File: src/rtl/param_shift_sequencer_if.sv
// Handshake/data bundle between a shift-unit controller and param_shift_sequencer.
// Latency: none (wires only).
// Backpressure: none; the controller watches busy/done and may pause a sequence with enable.
//
// Signals:
//   mode, enable, start, shamt, inbit, loadval : controller -> shifter
//   regval, so, busy, done                     : shifter -> controller
interface param_shift_sequencer_if #(
    parameter int WIDTH = 4,
    parameter int SHW   = 3
);
    logic [2:0]       mode;
    logic             enable;
    logic             start;
    logic [SHW-1:0]   shamt;
    logic             inbit;
    logic [WIDTH-1:0] loadval;
    logic [WIDTH-1:0] regval;
    logic             so;
    logic             busy;
    logic             done;

    // Controller side: drives commands, observes register and status.
    modport master (
        output mode, enable, start, shamt, inbit, loadval,
        input  regval, so, busy, done
    );

    // Shifter side.
    modport slave (
        input  mode, enable, start, shamt, inbit, loadval,
        output regval, so, busy, done
    );
endinterface

File: src/rtl/param_shift_sequencer.sv
// WIDTH-bit load/hold/shift/rotate register with an N-step "shift by shamt" sequencer.
// Latency: single steps take effect at the edge they are issued; a start with shamt=N
//          steps at the following N edges and pulses done in the cycle after the last step.
// Backpressure: enable=0 freezes register, step count and state (busy stays high).
//
// Ports:
//   clk   : rising-edge clock
//   rst_n : asynchronous active-low reset, aborts any sequence and clears everything
//   bus   : slave modport of param_shift_sequencer_if (commands in, regval/so/busy/done out)
module param_shift_sequencer #(
    parameter int WIDTH = 4,
    parameter int SHW   = 3
) (
    input  logic                   clk,
    input  logic                   rst_n,
    param_shift_sequencer_if.slave bus
);

    localparam logic [2:0] M_LOAD   = 3'b000;
    localparam logic [2:0] M_HOLD   = 3'b001;
    localparam logic [2:0] M_SHR0   = 3'b010;
    localparam logic [2:0] M_SHL0   = 3'b011;
    localparam logic [2:0] M_SHRIN  = 3'b100;
    localparam logic [2:0] M_SHLIN  = 3'b101;
    localparam logic [2:0] M_ROR    = 3'b110;
    localparam logic [2:0] M_ROL    = 3'b111;

    typedef enum logic [1:0] {
        ST_IDLE  = 2'd0,
        ST_SHIFT = 2'd1,
        ST_DONE  = 2'd2
    } state_t;

    state_t           state_q, state_d;
    logic [WIDTH-1:0] reg_q, reg_d;
    logic             so_q, so_d;
    logic             busy_q, busy_d;
    logic             done_q, done_d;
    logic [SHW-1:0]   count_q, count_d;
    logic [2:0]       cmd_q, cmd_d;

    // One step of the selected operation. Result is {serial_out, new_register}.
    // Load and hold pass the previous serial-out bit through unchanged.
    function automatic logic [WIDTH:0] step_fn(
        input logic [2:0]       m,
        input logic [WIDTH-1:0] r,
        input logic             fill,
        input logic             so_prev,
        input logic [WIDTH-1:0] ld
    );
        logic [WIDTH:0] res;
        case (m)
            M_LOAD:  res = {so_prev, ld};
            M_HOLD:  res = {so_prev, r};
            M_SHR0:  res = {r[0], 1'b0, r[WIDTH-1:1]};
            M_SHL0:  res = {r[WIDTH-1], r[WIDTH-2:0], 1'b0};
            M_SHRIN: res = {r[0], fill, r[WIDTH-1:1]};
            M_SHLIN: res = {r[WIDTH-1], r[WIDTH-2:0], fill};
            M_ROR:   res = {r[0], r[0], r[WIDTH-1:1]};
            M_ROL:   res = {r[WIDTH-1], r[WIDTH-2:0], r[WIDTH-1]};
            default: res = {so_prev, r};
        endcase
        return res;
    endfunction

    logic [2:0]     step_mode;
    logic [WIDTH:0] step_res;
    logic           seq_req;

    // While sequencing, the latched command drives the step; inbit stays live.
    assign step_mode = (state_q == ST_SHIFT) ? cmd_q : bus.mode;
    assign step_res  = step_fn(step_mode, reg_q, bus.inbit, so_q, bus.loadval);
    // Load/hold with start are plain single steps, never a sequence.
    assign seq_req   = bus.start && (bus.mode[2:1] != 2'b00);

    always_comb begin
        state_d = state_q;
        reg_d   = reg_q;
        so_d    = so_q;
        count_d = count_q;
        cmd_d   = cmd_q;
        busy_d  = 1'b0;
        done_d  = 1'b0;

        case (state_q)
            ST_IDLE: begin
                if (bus.enable) begin
                    if (seq_req) begin
                        // Accept edge: latch command only, data untouched.
                        cmd_d   = bus.mode;
                        count_d = bus.shamt;
                        if (bus.shamt != '0) begin
                            state_d = ST_SHIFT;
                            busy_d  = 1'b1;
                        end else begin
                            state_d = ST_DONE;
                            done_d  = 1'b1;
                        end
                    end else begin
                        {so_d, reg_d} = step_res;
                    end
                end
            end

            ST_SHIFT: begin
                busy_d = 1'b1;
                if (bus.enable) begin
                    {so_d, reg_d} = step_res;
                    count_d       = count_q - SHW'(1);
                    if (count_q == SHW'(1)) begin
                        state_d = ST_DONE;
                        busy_d  = 1'b0;
                        done_d  = 1'b1;
                    end
                end
            end

            ST_DONE: begin
                state_d = ST_IDLE;
            end

            default: begin
                state_d = ST_IDLE;
            end
        endcase
    end

    always_ff @(posedge clk or negedge rst_n) begin
        if (!rst_n) begin
            state_q <= ST_IDLE;
            reg_q   <= '0;
            so_q    <= 1'b0;
            busy_q  <= 1'b0;
            done_q  <= 1'b0;
            count_q <= '0;
            cmd_q   <= M_HOLD;
        end else begin
            state_q <= state_d;
            reg_q   <= reg_d;
            so_q    <= so_d;
            busy_q  <= busy_d;
            done_q  <= done_d;
            count_q <= count_d;
            cmd_q   <= cmd_d;
        end
    end

    assign bus.regval = reg_q;
    assign bus.so     = so_q;
    assign bus.busy   = busy_q;
    assign bus.done   = done_q;

endmodule

File: src/flat_wrapper.sv
// flat-port wrapper written by rule: the top's interface ports become plain ports
module param_shift_sequencer_flat 
#(
    parameter int WIDTH = 4,
    parameter int SHW   = 3
)
  (clk, rst_n, bus_mode, bus_enable, bus_start, bus_shamt, bus_inbit, bus_loadval, bus_regval, bus_so, bus_busy, bus_done);
  param_shift_sequencer_if #(.WIDTH(WIDTH), .SHW(SHW)) bus_i ();
  input  logic clk;
  input  logic rst_n;
  input wire logic [$bits(bus_i.mode)-1:0] bus_mode;
  input wire logic [$bits(bus_i.enable)-1:0] bus_enable;
  input wire logic [$bits(bus_i.start)-1:0] bus_start;
  input wire logic [$bits(bus_i.shamt)-1:0] bus_shamt;
  input wire logic [$bits(bus_i.inbit)-1:0] bus_inbit;
  input wire logic [$bits(bus_i.loadval)-1:0] bus_loadval;
  output wire logic [$bits(bus_i.regval)-1:0] bus_regval;
  output wire logic [$bits(bus_i.so)-1:0] bus_so;
  output wire logic [$bits(bus_i.busy)-1:0] bus_busy;
  output wire logic [$bits(bus_i.done)-1:0] bus_done;
  assign bus_i.mode = bus_mode;
  assign bus_i.enable = bus_enable;
  assign bus_i.start = bus_start;
  assign bus_i.shamt = bus_shamt;
  assign bus_i.inbit = bus_inbit;
  assign bus_i.loadval = bus_loadval;
  assign bus_regval = bus_i.regval;
  assign bus_so = bus_i.so;
  assign bus_busy = bus_i.busy;
  assign bus_done = bus_i.done;
  param_shift_sequencer #(.WIDTH(WIDTH), .SHW(SHW)) u_core (.clk(clk), .rst_n(rst_n), .bus(bus_i));
endmodule
File: config.mk
export PLATFORM = sky130hd
export DESIGN_NAME = param_shift_sequencer_flat
export DESIGN_NICKNAME = d
export VERILOG_FILES = /design/src/rtl/param_shift_sequencer_if.sv /design/src/rtl/param_shift_sequencer.sv /design/src/flat_wrapper.sv
export SDC_FILE = /design/constraint.sdc
export NUM_CORES = 1
export LEC_CHECK = 0
export CAP_MARGIN = 40
export CORE_MARGIN = 5
export CORE_UTILIZATION = 30
export CTS_BUF_LIST = sky130_fd_sc_hd__clkbuf_8
export CTS_CLUSTER_SIZE = 14
export DETAILED_ROUTE_END_ITERATION = 8
export SYNTH_ARGS = -nofsm -noshare
export SYNTH_HDL_FRONTEND = slang
export SYNTH_SLANG_ARGS = --single-unit
File: constraint.sdc
create_clock -name clk -period 2.2 [get_ports clk]
set_clock_uncertainty 0.05 [all_clocks]
set_input_delay 0.22 -clock clk [delete_from_list [all_inputs] [get_ports clk]]
set_output_delay 0.22 -clock clk [all_outputs]
set_load 0.01 [all_outputs]
==> results of run 1 <==
stage by stage:
| stage | std cells | hold slack (ns) | worst slack [ns] |
|---|---|---|---|
| 2_1_floorplan | 90 | -0.1256 | 0.6193 |
| 3_5_place_dp | 142 | 0.4311 | 0.3115 |
| 6_report | 146 | 0.3383 | 0.4523 |
| 3_3_place_gp | 142 | 0.4224 | 0.3289 |
| 4_1_cts | 146 | 0.3691 | 0.4363 |
| 5_1_grt | 146 | 0.4218 | 0.2903 |
logic make-up after synthesis:
logic type,count (synthesis),share of synthesized area [%]
AO/OA/AOI/OAI,25,17.38
adder cells (fa/ha/maj),2,2.849
buffers and inverters,5,2.991
flip-flops,15,42.88
multiplexers,11,16.38
AND/OR/NAND/NOR,32,17.52
worst max-delay path by stage:
stage	from	to	slack [ns]	depth (start not counted)
after detailed placement	bus_mode[2]	u_core.bus.regval[3]$_DFFE_PN0P_	0.31	6
after global placement	bus_mode[2]	u_core.bus.regval[3]$_DFFE_PN0P_	0.33	6
after global routing	u_core.state_q[0]$_DFFE_PN0P_	u_core.bus.regval[0]$_DFFE_PN0P_	0.29	5
after CTS	u_core.state_q[0]$_DFFE_PN0P_	u_core.bus.regval[2]$_DFFE_PN0P_	0.44	5
after floorplan	u_core.state_q[0]$_DFFE_PN0P_	u_core.bus.regval[2]$_DFFE_PN0P_	0.62	6
final	u_core.state_q[0]$_DFFE_PN0P_	u_core.bus.regval[2]$_DFFE_PN0P_	0.45	5
synthesized netlist by cell type (3+ instances only):
master	count
sky130_fd_sc_hd__a21oi_1	4
sky130_fd_sc_hd__dfrtp_1	14
sky130_fd_sc_hd__mux2_2	3
sky130_fd_sc_hd__nor2_1	7
sky130_fd_sc_hd__mux2i_1	5
sky130_fd_sc_hd__inv_1	3
sky130_fd_sc_hd__o21ai_0	10
sky130_fd_sc_hd__nand2_1	12
registers in the layout, summed over array words and instances (netlist names):
signal             flops
u_core.count_q         3
u_core.state_q         2
u_core.bus.busy        1
u_core.bus.so          1
u_core.cmd_q           3
u_core.bus.done        1
u_core.bus.regval      4
worst max-delay path, stage by stage (launching register included):
cell                       delay, ns
sky130_fd_sc_hd__dfrtp_1        0.42
sky130_fd_sc_hd__nand2b_1       0.25
sky130_fd_sc_hd__mux2i_4        0.40
sky130_fd_sc_hd__mux2_4         0.33
sky130_fd_sc_hd__o32ai_1        0.10
sky130_fd_sc_hd__a21oi_1        0.07
final cells by class:
type / instances / area share [%]
multi-input combinational: 70 / 40.56
clock inverter: 1 / 0.3202
inverter: 3 / 0.9605
timing repair buffer: 23 / 19.21
sequential: 15 / 32.12
tap: 31 / 3.308
clock buffer: 3 / 3.522
layout by cell type (no fill, tap or decap):
cell | netlist | final
sky130_fd_sc_hd__dfstp_2 | 1 | 1
sky130_fd_sc_hd__and3_1 | 1 | 1
sky130_fd_sc_hd__o21ai_1 | 1 | 1
sky130_fd_sc_hd__and3b_1 | 1 | 1
sky130_fd_sc_hd__nor3b_1 | 1 | 1
sky130_fd_sc_hd__ha_1 | 2 | 2
sky130_fd_sc_hd__clkbuf_8 | 0 | 3
sky130_fd_sc_hd__mux2i_4 | 2 | 2
sky130_fd_sc_hd__o22ai_1 | 2 | 2
sky130_fd_sc_hd__o21ai_0 | 10 | 10
sky130_fd_sc_hd__nand3b_1 | 2 | 2
sky130_fd_sc_hd__mux2_2 | 3 | 3
sky130_fd_sc_hd__nand2b_1 | 2 | 2
sky130_fd_sc_hd__o21a_1 | 2 | 2
sky130_fd_sc_hd__a21oi_1 | 4 | 4
sky130_fd_sc_hd__buf_4 | 0 | 2
sky130_fd_sc_hd__nor2b_1 | 1 | 1
sky130_fd_sc_hd__nand2_1 | 12 | 12
sky130_fd_sc_hd__mux2i_1 | 5 | 5
sky130_fd_sc_hd__mux2_4 | 1 | 1
sky130_fd_sc_hd__dfrtp_1 | 14 | 14
sky130_fd_sc_hd__nor2_1 | 7 | 7
sky130_fd_sc_hd__a22o_1 | 1 | 1
sky130_fd_sc_hd__nand3_1 | 2 | 2
sky130_fd_sc_hd__o32ai_1 | 1 | 1
sky130_fd_sc_hd__clkdlybuf4s50_1 | 0 | 21
sky130_fd_sc_hd__inv_1 | 3 | 4
sky130_fd_sc_hd__a21boi_0 | 2 | 2
sky130_fd_sc_hd__nor3_1 | 2 | 2
sky130_fd_sc_hd__nand4_1 | 1 | 1
sky130_fd_sc_hd__o221ai_1 | 2 | 2
routing by layer:
| metal | vias up | track usage [%] | share of wire [%] |
|---|---|---|---|
| met5 | - | 0 | 0 |
| met4 | 0 | 2.799 | 0.69 |
| met3 | 2 | 4.378 | 7.2 |
| met2 | 24 | 17.71 | 48 |
| met1 | 331 | 14.30 | 44 |
| li1 | 374 | - | - |
power by group:
| part | switching (W) | internal, W | leakage, nW |
|---|---|---|---|
| combinational | 0.000353 | 0.000395 | 0.290 |
| sequential | 0.000114 | 0.000407 | 0.184 |
| clock | 0.0000952 | 0.000124 | 0.0269 |
==> results, run 1 <==
- The number of buffers inserted by hold repair at cts is 0.
- The final hold violation count is 0.
- The total via count in the routed design is 731.
- The worst pin sits at a relative slew slack of 53.91%.
- The final RePlAce weighted congestion is 0.8408.
- CTS built an H-tree with a depth of 1.
- In this run, synthesis inferred 0 flip-flops with an integrated enable.
- Global routing used 11.18% of the available tracks.
- The number of antenna violations at the first check in global routing is 0.
- The number of clock buffers inserted by TritonCTS is 3.
- Setup repair after global routing left no endpoint under its margin.
- The first-pass iteration count of the detailed router is 4.
- The total number of yosys warnings is 0.
- TritonCTS built the clock tree.
- Summed over all layers, the global routing overflow is 0.
- IR analysis of the VDD net gives a maximum drop of 596.9 uV.
- The kind of end point of the critical path is a flop.
- At the worst endpoint, the arrival time is between 1.5 and 2 ns.
- The I/O pin total is 22.
- The HPWL reported at the end of detailed placement is 1609 um.
- The unique cell type count in the Yosys netlist is 30.
- The horizontal extent of the die is 64.11 um.
- The worst register-to-register path begins at u_core.state_q[0]$_DFFE_PN0P_.
- When the netlist entered floorplanning its net count stood at 107.
- The total of endpoints with negative setup slack in the final report is 0.
- The total wire length after detailed routing is ~2000 um.
- The prevailing post-synth register cell is sky130_fd_sc_hd__dfrtp_1.
- The placeable core region is 0.002781 sq mm.
- The cell depth of the worst flop-to-flop path is 5.
- The ratio of total power to cell area is roughly 1300 mW/mm^2.
- The fill cell total of the finished layout is 296.
- The via count of the first global-routing pass was 805.
- After clock tree synthesis, the clock-pin slew on the worst setup and hold paths is roughly 0.060 ns.
- The clock period minus final worst setup slack is 1.748 ns.
- The period utilization is 79.44%.
- The utilization after layout is 42.15%.
- After synthesis, the largest area contributor takes up about two fifths of total cell area.
- The synthesized design contains 15 register bits.
- The data required time at the worst endpoint is 2.28 ns.
- The post-route cell area is 0.001172 sq mm.
- In this run the worst path has a maximum fanout of 8.
- For this block, the initial DRC count from the detailed router was 27.
- After detailed routing, the average wire length per cell comes to approximately 14 um.
- The sequential area share after synthesis is 42.88%.
- For the final routed database, the setup TNS stands at 0 ns.
- The sequential standard cell area is between 300 and 400 sq um.
- The mean instance size in the synthesized netlist is 9.759 sq um.
- Row generation in the floorplan step produced 19 rows.
- The per-cell via count in the routed design is 5.007.
- The number of pins with negative max-slew slack in the final report came to 0.
- In the synthesized netlist the async set-or-reset flop fraction comes to 100.0%.
- The first global-routing pass estimated between 3000 and 4000 um of wire.
- Buffers added to address setup during post-CTS repair amount to 0.
- The floorplan step defined a die boundary enclosing 0.004110 sq mm.
- Summed over all instances, the cell type with the most area after synthesis is sky130_fd_sc_hd__dfrtp_1.
- The kind of path behind the tightest hold check is input port to async pin.
- In the synthesized netlist, the number of instances is 90.
- The cell area that synthesis handed to floorplanning was 878.3 sq um.
- The sort of element at the start of the critical path is a flop.
- Overall power consumption after layout is estimated at 0.001489 W.
- Of the cells placed in the final design, the portion with a size suffix greater than 1 is 10.43%.
- After detailed placement, the total cell area comes to 0.001127 sq mm.
- The tool flagged a number of max-cap violations equal to 0.
- The cell at the root of the clock tree is sky130_fd_sc_hd__clkbuf_8.
- The number of buffers inserted by port buffering is 21.
- In this run the critical register-to-register path is captured at u_core.bus.regval[2]$_DFFE_PN0P_.
- The count of nets left with antenna violations once routing finished came out at 0.
- The net count reported at finish is 133.
- By area the synthesized netlist is led by sky130_fd_sc_hd__dfrtp_1 40%, sky130_fd_sc_hd__mux2i_1 5.7%, sky130_fd_sc_hd__o21ai_0 5.7%.
- Compared with the post-synthesis result, the final layout area differs by 33.48%.
- Measured along the y axis, the die boundary spans about 64 um.
- The actual transition at the worst max-transition pin is 0.6893 ns.
- In this run the deepest clock path goes through 2 buffers.
- The repair_antennas step left the layout with diodes totalling 0.
- After detailed routing, the number of remaining DRC violations is 0.
- Post-CTS repair changed the size of 0 cells.
- The sink count of the clock tree is 15.
- For this run, the top clock speed supported by timing is 572.2 MHz.
- The pin count of the biggest net entering global routing is 16.
- The area of combinational cells with multiple inputs is between 400 and 500 sq um.
- For flop-to-flop paths, the worst setup slack is ~0.45 ns.
- In this run the static leakage power is 0.5009 nW.
- The classification of the worst setup path is flop to flop.
- The run finished with clean final reports.
- The initial cell density of the core is 31.58%.
- Clock latency on the worst-skew pair, taken at its later pin, is 0.24 ns.
Power figures use the tool's default switching activity.
==> run 2: changes to the inputs <==
==> constraint.sdc (replaced) <==
create_clock -name clk -period 1.6 [get_ports clk]
set_clock_uncertainty 0.05 [all_clocks]
set_input_delay 0.16 -clock clk [delete_from_list [all_inputs] [get_ports clk]]
set_output_delay 0.16 -clock clk [all_outputs]
set_load 0.01 [all_outputs]
==> run 2 against run 1 <==
Compared with the run above:
- global-route usage is 0.64 points lower
- first-iteration DRC count is 22% lower
- hold slack worse by 0.16 ns
- via count is 9.2% higher
==> results, run 2 (synthesized netlist as in run 1, its figures left out) <==
- The remaining number of nets flagged by the antenna check after routing is 0.
- For this design the ratio of total power to cell area is 1750 mW/mm^2.
- Compared with the post-synthesis result, the final layout area differs by 44.73%.
- In this run the number of H-tree levels came out at 1.
- Summed over all layers, the global routing overflow is 0.
- The CTS tree is yes.
- The sequential fraction of design power is between 30% and 40%.
- The net switching power is 0.0008227 W.
- The net count reported at finish is 143.
- The area of combinational cells with multiple inputs is 495.5 sq um.
- Setup slack on the critical path of the routed design comes to 0.02673 ns.
- The run finished with clean final reports.
- Subtracting the final worst setup slack from the clock period gives between 1.5 and 2 ns.
- The routed length on met3 is 152 um.
- Cell internal power was estimated by the tool at 0.001401 W.
- The part of the total power dissipated in combinational logic is a little over half.
- The worst setup path is captured at a flop.
- The die is 64.11 um wide.
- The share of cells above drive strength 1 is 20.80%.
- The final layout contains routed wiring with a total length of 2136 um.
- Counting tap cells, the placed design contains a total of 149 instances.
- The static leakage is 0.5534 nW.
- The via count of the first global-routing pass is 779.
- The most common library cell in the layout ignoring fill and taps is sky130_fd_sc_hd__clkdlybuf4s50_1.
- The actual transition at the worst max-transition pin is 0.3791 ns.
- The total via count in the routed design is 798.
- The per-cell via count in the routed design is 5.115.
- The kind of path behind the tightest hold check is input port to async pin.
- The DRC violations left is 0.
- The worst setup path is launched from a flop.
- Setup violations remaining at the end of the flow were counted as 0.
- The worst hold slack is 0.1780 ns.
- The highest metal layer used by the detailed router is met4.
- For this run, the total global-route usage over all layers was measured as 10.54%.
- The cell at the root of the clock tree is sky130_fd_sc_hd__clkbuf_8.
- In the layout the commonest cells are 21 x sky130_fd_sc_hd__clkdlybuf4s50_1, 14 x sky130_fd_sc_hd__dfrtp_1, 11 x sky130_fd_sc_hd__nand2_1, 11 x sky130_fd_sc_hd__buf_4, 8 x sky130_fd_sc_hd__o21ai_0.
- At the worst endpoint, the required time is 1.67 ns.
- The pin count of the biggest net entering global routing is 16.
- The worst setup path is of the flop to flop kind.
- The data arrival time of the critical path is 1.64 ns.
- The sink count of the clock tree is 15.
- After detailed routing, the average wire length per cell comes to 13.69 um.
- The max-cap violation count is 0.
- Clock-pin slew was measured on the worst setup and hold paths at 0.06 ns.
- Setup repair after global routing could not meet its margin everywhere.
- The initial cell density of the core is 31.58%.
- The clock latency of the later-clocked register in the worst-skew pair is about 0.25 ns.
- The number of pins with negative max-slew slack in the final report was 0.
- The total negative slack for setup checks is 0 ns.
- Buffers placed on the I/O ports in this run total 21.
- In this run the vertical extent of the chip is 64.11 um.
- 0 antenna diodes ended up in the layout.
- The relative contribution of the clock network to total power is between 10% and 20%.
- After detailed routing, the wire length on met1 is between 900 and 1000 um.
- At the end of routability-driven placement, the weighted congestion stood at about 0.86.
- In this run, CTS created clock tree buffers numbering 3.
- The period utilization is 98.33%.
- Counting the fill cells in the layout gives 276.
- The wire-length estimate of the detail-placed layout is 1640 um.
- The sequential standard cell area is 376.6 sq um.
- The maximum frequency from static timing analysis is 635.6 MHz.
- The placeable core region is 0.002781 sq mm.
- The pre-CTS setup slack is -0.2052 ns.
- The largest voltage drop on the vdd net is ~950 uV.
- For this run, the number of standard cells in the final layout without fillers is 156.
- The first global-routing pass estimated approximately 3400 um of wire.
- The initial detailed-routing violation count is 21.
- The final hold violation count is 0.
- Of the total power, the share spent switching nets is 36.99%.
- In this run the tightest slew margin relative to its limit is ~75%.
- The first detailed-routing pass took 4 iterations.
- The floorplan step defined a die boundary enclosing roughly 0.004 sq mm.
- The I/O pin total is 22.
- The number of antenna violations at the first check in global routing was 0.
- The register with the most flip-flops in the layout has 4 of them.
- In this run the worst path has a maximum fanout of 6.
- The buffer depth of the longest clock path is 2.
- The routed length on met2 is 965 um.
- The floorplan has 19 rows.
## run 2: final timing paths
path,from,end,slack (ns),cells after the start
hold reg to reg,u_core.count_q[1]$_DFFE_PN0P_,u_core.count_q[1]$_DFFE_PN0P_,0.43,2
setup reg to reg,u_core.state_q[1]$_DFFE_PN0P_,u_core.bus.regval[2]$_DFFE_PN0P_,0.03,5
hold / removal,rst_n,u_core.bus.regval[3]$_DFFE_PN0P_,0.18,2
min in group clk,u_core.count_q[1]$_DFFE_PN0P_,u_core.count_q[1]$_DFFE_PN0P_,0.43,2
setup / recovery,u_core.state_q[1]$_DFFE_PN0P_,u_core.bus.regval[2]$_DFFE_PN0P_,0.03,5
max in group asynchronous,rst_n,u_core.cmd_q[0]$_DFFE_PN1P_,1.07,2
## run 2: what timing repair did
item / CTS / global route
hold buffers: 0 / 0
setup endpoints to repair: 5 / 2
hold endpoints to repair: 0 / 0
setup buffers: 0 / 3
gates resized for setup: 2 / 6
pin swaps: 0 / 1
## run 2: final cells by class
class	instances	share of cell area [%]
clock buffer	3	3.248
clock inverter	1	0.2953
inverter	3	0.8858
multi-input combinational	70	38.98
sequential	15	29.63
tap	31	3.051
timing repair buffer	33	23.92
## run 2: stage by stage
stage	instance area (sq um)	utilization, %	total power [W]
final	1271	45.70	0.002224
after global routing	1271	45.70	0.002400
after CTS	1232	44.31	0.002156
after detailed placement	1180	42.42	0.001827
after global placement	1180	42.42	0.001815
after floorplan	878.3	-	0.001410
## run 2: worst max-delay path, stage by stage (launching register included)
cell and delay [ns]:
sky130_fd_sc_hd__dfrtp_1 0.36, sky130_fd_sc_hd__nand2b_4 0.18, sky130_fd_sc_hd__mux2i_4 0.32, sky130_fd_sc_hd__mux2_4 0.34, sky130_fd_sc_hd__o32ai_2 0.12, sky130_fd_sc_hd__a21oi_1 0.07
## run 2: power by group through the flow
stage	registers [W]	clock network [W]	logic, W
after floorplan	0.000725	0	0.000685
after global placement	0.000712	0	0.00110
after detailed placement	0.000720	0	0.00111
after CTS	0.000722	0.000311	0.00112
after global routing	0.000746	0.000325	0.00133
final	0.000721	0.000301	0.00120
## run 2: per-layer routing
metal / GRT usage, % / up-vias
li1: - / 397
met5: 0 / -
met4: 4.580 / 0
met1: 14.01 / 370
met2: 15.45 / 26
met3: 3.678 / 5
==> edit 1 (config.mk and constraints of run 2) <==
`WIDTH` is set to 4 in 3 places; all go to 6.
--- a/src/rtl/param_shift_sequencer_if.sv
+++ b/src/rtl/param_shift_sequencer_if.sv
@@ -6,7 +6,7 @@
 //   mode, enable, start, shamt, inbit, loadval : controller -> shifter
 //   regval, so, busy, done                     : shifter -> controller
 interface param_shift_sequencer_if #(
-    parameter int WIDTH = 4,
+    parameter int WIDTH = 6,
     parameter int SHW   = 3
 );
     logic [2:0]       mode;
--- a/src/rtl/param_shift_sequencer.sv
+++ b/src/rtl/param_shift_sequencer.sv
@@ -8,7 +8,7 @@
 //   rst_n : asynchronous active-low reset, aborts any sequence and clears everything
 //   bus   : slave modport of param_shift_sequencer_if (commands in, regval/so/busy/done out)
 module param_shift_sequencer #(
-    parameter int WIDTH = 4,
+    parameter int WIDTH = 6,
     parameter int SHW   = 3
 ) (
     input  logic                   clk,
--- a/src/flat_wrapper.sv
+++ b/src/flat_wrapper.sv
@@ -1,7 +1,7 @@
 // flat-port wrapper written by rule: the top's interface ports become plain ports
 module param_shift_sequencer_flat 
 #(
-    parameter int WIDTH = 4,
+    parameter int WIDTH = 6,
     parameter int SHW   = 3
 )
   (clk, rst_n, bus_mode, bus_enable, bus_start, bus_shamt, bus_inbit, bus_loadval, bus_regval, bus_so, bus_busy, bus_done);
Ports: changed (resized bus_loadval and bus_regval); port bits go from 22 to 26. No check against the original RTL was run, so the function may have changed too.
==> edit 1 against run 2 <==
Wire length is 13% higher. Sequential cell count is 2 higher. Synthesized area is 13% higher. Setup slack worse by 0.064 ns. Cell area is 20% higher. Via count is 16% higher. The flow now finishes with violations (negative setup slack). Critical path type unchanged. Die area is 11% higher. Total power is 22% higher.
==> edit 1: results (changes against run 2) <==
The number of standard-cell rows in the floorplan came out at 20 (was 19). The data arrival time of the worst path was 1.72 ns (was 1.64 ns). The final reports fail on negative setup slack.

List of most frequent post-synthesis cells: dfrtp_1 (16), nand2_1 (10), nor2_1 (9), mux2i_1 (7), o21ai_0 (7) (was dfrtp_1 (14), nand2_1 (12), o21ai_0 (10), nor2_1 (7), mux2i_1 (5)). The synthesis-stage register bit count is 17 (was 15), and the largest net degree at the start of global routing is 13 (was 16). The via density per instance is 4.81 (was 5.12), and the layout cell share with drive strength beyond 1 is 29.7% (was 20.8%).

Number of flip-flops under the largest register name: 6 (was 4). Main area contributors after synthesis: dfrtp_1 (41%), mux2i_1 (7.1%), mux2_2 (4.6%) (was dfrtp_1 (40%), mux2i_1 (5.7%), o21ai_0 (5.7%)). The global-route wire length before repair is 4.24 mm (was 3.44 mm). For the placer's final routability congestion estimate, the log shows 0.817 (was 0.862). The multi-input gate area in the final layout is 549 um^2 (was 495 um^2), and the fraction of area in multi-input gates is 36.1% (was 39.0%).

The overall track demand over capacity in global routing was 12.2% (was 10.5%). The number of instances in the placed design is 186 (was 149). Proportion of final cell area spent on non-clock buffers: 28.5% (was 23.9%). For the layout filler cell count, the log shows 305 (was 276). The synthesized area divided by synthesized cell count was 10.1 um^2 (was 9.76 um^2); the routed length on met2 was 1.16 mm (was 965 um). For the sum of negative setup slack, the log shows -0.0769 ns (was 0 ns).

The run finished, with violations left. The final worst slack is -0.0374 ns (was 0.0267 ns), and the post-synthesis cell type count is 33 (was 30). The quantity of I/O buffers inserted on ports works out to 25 (was 21). For the final setup violation count, the log shows 3 (was 0).
## edit 1: final timing paths
check / slack [ns] / startpoint / cells past startpoint / to
hold / removal: 0.10 / rst_n / 1 / u_core.cmd_q[2]$_DFFE_PN0P_
min in group clk: 0.43 / u_core.count_q[1]$_DFFE_PN0P_ / 2 / u_core.count_q[1]$_DFFE_PN0P_
hold reg to reg: 0.43 / u_core.count_q[1]$_DFFE_PN0P_ / 2 / u_core.count_q[1]$_DFFE_PN0P_
setup reg to reg: -0.04 / u_core.state_q[1]$_DFFE_PN0P_ / 6 / u_core.bus.regval[0]$_DFFE_PN0P_
setup / recovery: -0.04 / u_core.state_q[1]$_DFFE_PN0P_ / 6 / u_core.bus.regval[0]$_DFFE_PN0P_
max in group asynchronous: 0.94 / rst_n / 2 / u_core.bus.done$_DFF_PN0_
## edit 1: timing repair
item / in CTS / in global routing
setup endpoints to repair: 6 / 6
pin swaps: 0 / 2
resized for setup: 3 / 6
hold buffers: 0 / 0
buffers inserted: 0 / 2
## edit 1: report_power, final
group	internal (uW)	total [uW]	switching, uW	leakage, uW
Sequential	634	824	190	0.000210
Combinational	900	1570	667	0.000442
Clock	173	315	142	0.0000255
## edit 1: logic make-up (layout without fill, tap and decap cells)
family	after synthesis	count (layout)	synth area share [%]
mux	13	13	15.3
buf+inv	6	56	3.80
flops	17	17	43.2
simple gates	32	32	16.1
fa+ha+maj	2	2	2.53
compound gates	28	28	19.1
## edit 1: worst max-delay path, cell delays in order (launching register included)
cell and delay [ns]:
dfrtp_1 0.36, nand2b_4 0.17, buf_6 0.11, mux2i_4 0.30, nor2b_2 0.08, a22o_1 0.21, a32o_1 0.24
## edit 1: metal layers
metal  track usage, %  vias to the layer above
li1                 -                      455
met1             15.0                      445
met2             21.0                       21
met3             3.16                        2
met4             3.80                        0
met5                0                        -
==> edit 2 (config.mk and constraints of run 2) <==
Without the edit above. The 3 states of `state_t` get a one-hot encoding in 3 bits.
--- a/src/rtl/param_shift_sequencer.sv
+++ b/src/rtl/param_shift_sequencer.sv
@@ -25,10 +25,10 @@
     localparam logic [2:0] M_ROR    = 3'b110;
     localparam logic [2:0] M_ROL    = 3'b111;
 
-    typedef enum logic [1:0] {
-        ST_IDLE  = 2'd0,
-        ST_SHIFT = 2'd1,
-        ST_DONE  = 2'd2
+    typedef enum logic [2:0] {
+        ST_IDLE  = 3'b001,
+        ST_SHIFT = 3'b010,
+        ST_DONE  = 3'b100
     } state_t;
 
     state_t           state_q, state_d;
Behaviour: no difference found for any inputs over 10 cycles, from zero or initial values and one cycle with rst_n low; not proved beyond that.
==> edit 2 against run 2 <==
The flow now finishes with violations (negative setup slack). Setup slack got worse by 0.27 ns. Non-clock buffer count is 7 higher. First-iteration DRC count grew 57%. Cell count increased by 17%. Synthesized area increased by 10%. Sequential cell count is 1 higher. Sequential share of layout area is 2.5 points lower. Cell area is 17% higher. Wire length is 17% higher. Critical path type unchanged. Highest routed layer unchanged.
Power is not compared: it rests on default switching activity, and its combinational part moved more than twofold at a synthesized area within 25%.
==> edit 2: results (changes against run 2) <==
The flow ran to the end, but the final reports show violations. The checks that failed: negative setup slack. The worst-margin pin slew works out to 0.326 ns (was 0.379 ns).

The sequential fraction of the synthesis area is 41.5% (was 42.9%), and the fraction of synthesized area in multiplexers is 12.4% (was 16.4%). The hold slack was 0.185 ns (was 0.178 ns). List of most frequent post-synthesis cells: dfrtp_1 (14), inv_1 (9), nor2_1 (8), a21oi_1 (5) (was dfrtp_1 (14), nand2_1 (12), o21ai_0 (10), nor2_1 (7), mux2i_1 (5)). The logs give 5 (was 0) for the final setup violation count and 37 (was 30) for the post-synthesis cell type count. The adder-cell share of the synthesized area was 2.58% (was 2.85%). Overall track demand over capacity in global routing: 12.7% (was 10.5%). The logs give 96 (was 90) for the number of instances in the synthesized netlist and -0.245 ns (was 0.0267 ns) for the final worst slack.

The beginning of the worst register-to-register path is u_core.state_q[2]$_DFFE_PN0P_ (was u_core.state_q[1]$_DFFE_PN0P_). The capturing point of the worst reg2reg path was u_core.bus.regval[1]$_DFFE_PN0P_ (was u_core.bus.regval[2]$_DFFE_PN0P_). The tools report the layout net count as 156 (was 143).

The core utilization of the finished layout is 48.3% (was 45.7%), and the placement-stage cell area is 1360 um^2 (was 1180 um^2). The worst slack after detailed placement was -0.373 ns (was -0.205 ns). The routed via count is 893 (was 798), and the number of instances in the placed design is 175 (was 149).

The run gives 33 (was 21) as the detailed router's first-iteration violation count. The global-route wire length before repair was 4.29 mm (was 3.44 mm). The run gives 1.90 mm (was 1.64 mm) as the detailed placement HPWL.

The compound-cell area share of the yosys netlist was 18.3% (was 17.4%). The maximum fanout encountered on the critical timing path was 7 (was 6). The via density per instance came out at 4.91 (was 5.12).

The tools report the placer's final routability congestion estimate as 0.803 (was 0.862). The run gives 2.50 mm (was 2.14 mm) as the sum of routed wire length over all layers. The data arrival time of the worst path came out at 1.93 ns (was 1.64 ns). Layout cell share with drive strength beyond 1: 31.2% (was 20.8%).
## edit 2: cell type report
class,count,area share (%)
sequential,16,27.1
multi-input combinational,69,38.7
timing repair buffer,40,24.5
tap,44,3.71
inverter,9,2.27
clock buffer,4,3.71
## edit 2: what timing repair did
item,in CTS,in global routing
cloned,0,0
pin swaps,5,6
resized for setup,11,4
setup buffers,1,3
endpoints found under the setup margin,12,11
## edit 2: power breakdown
group | internal [uW] | switching (uW) | leakage, uW
Clock | 219 | 153 | 0.0000288
Combinational | 333 | 241 | 0.000432
Sequential | 518 | 102 | 0.000195
## edit 2: worst max-delay path, stage by stage (launching register included)
cell	delay, ns
dfrtp_1	0.40
or3b_4	0.41
mux2i_4	0.22
buf_6	0.15
buf_6	0.11
mux2i_1	0.10
a222oi_1	0.28
## edit 2: per-layer routing
layer,track usage (%),part of all wire (%),vias up
met1,14.8,42,420
met5,0,0,-
met4,3.80,1.3,0
li1,-,-,435
met3,4.38,8.4,6
met2,21.8,48,32
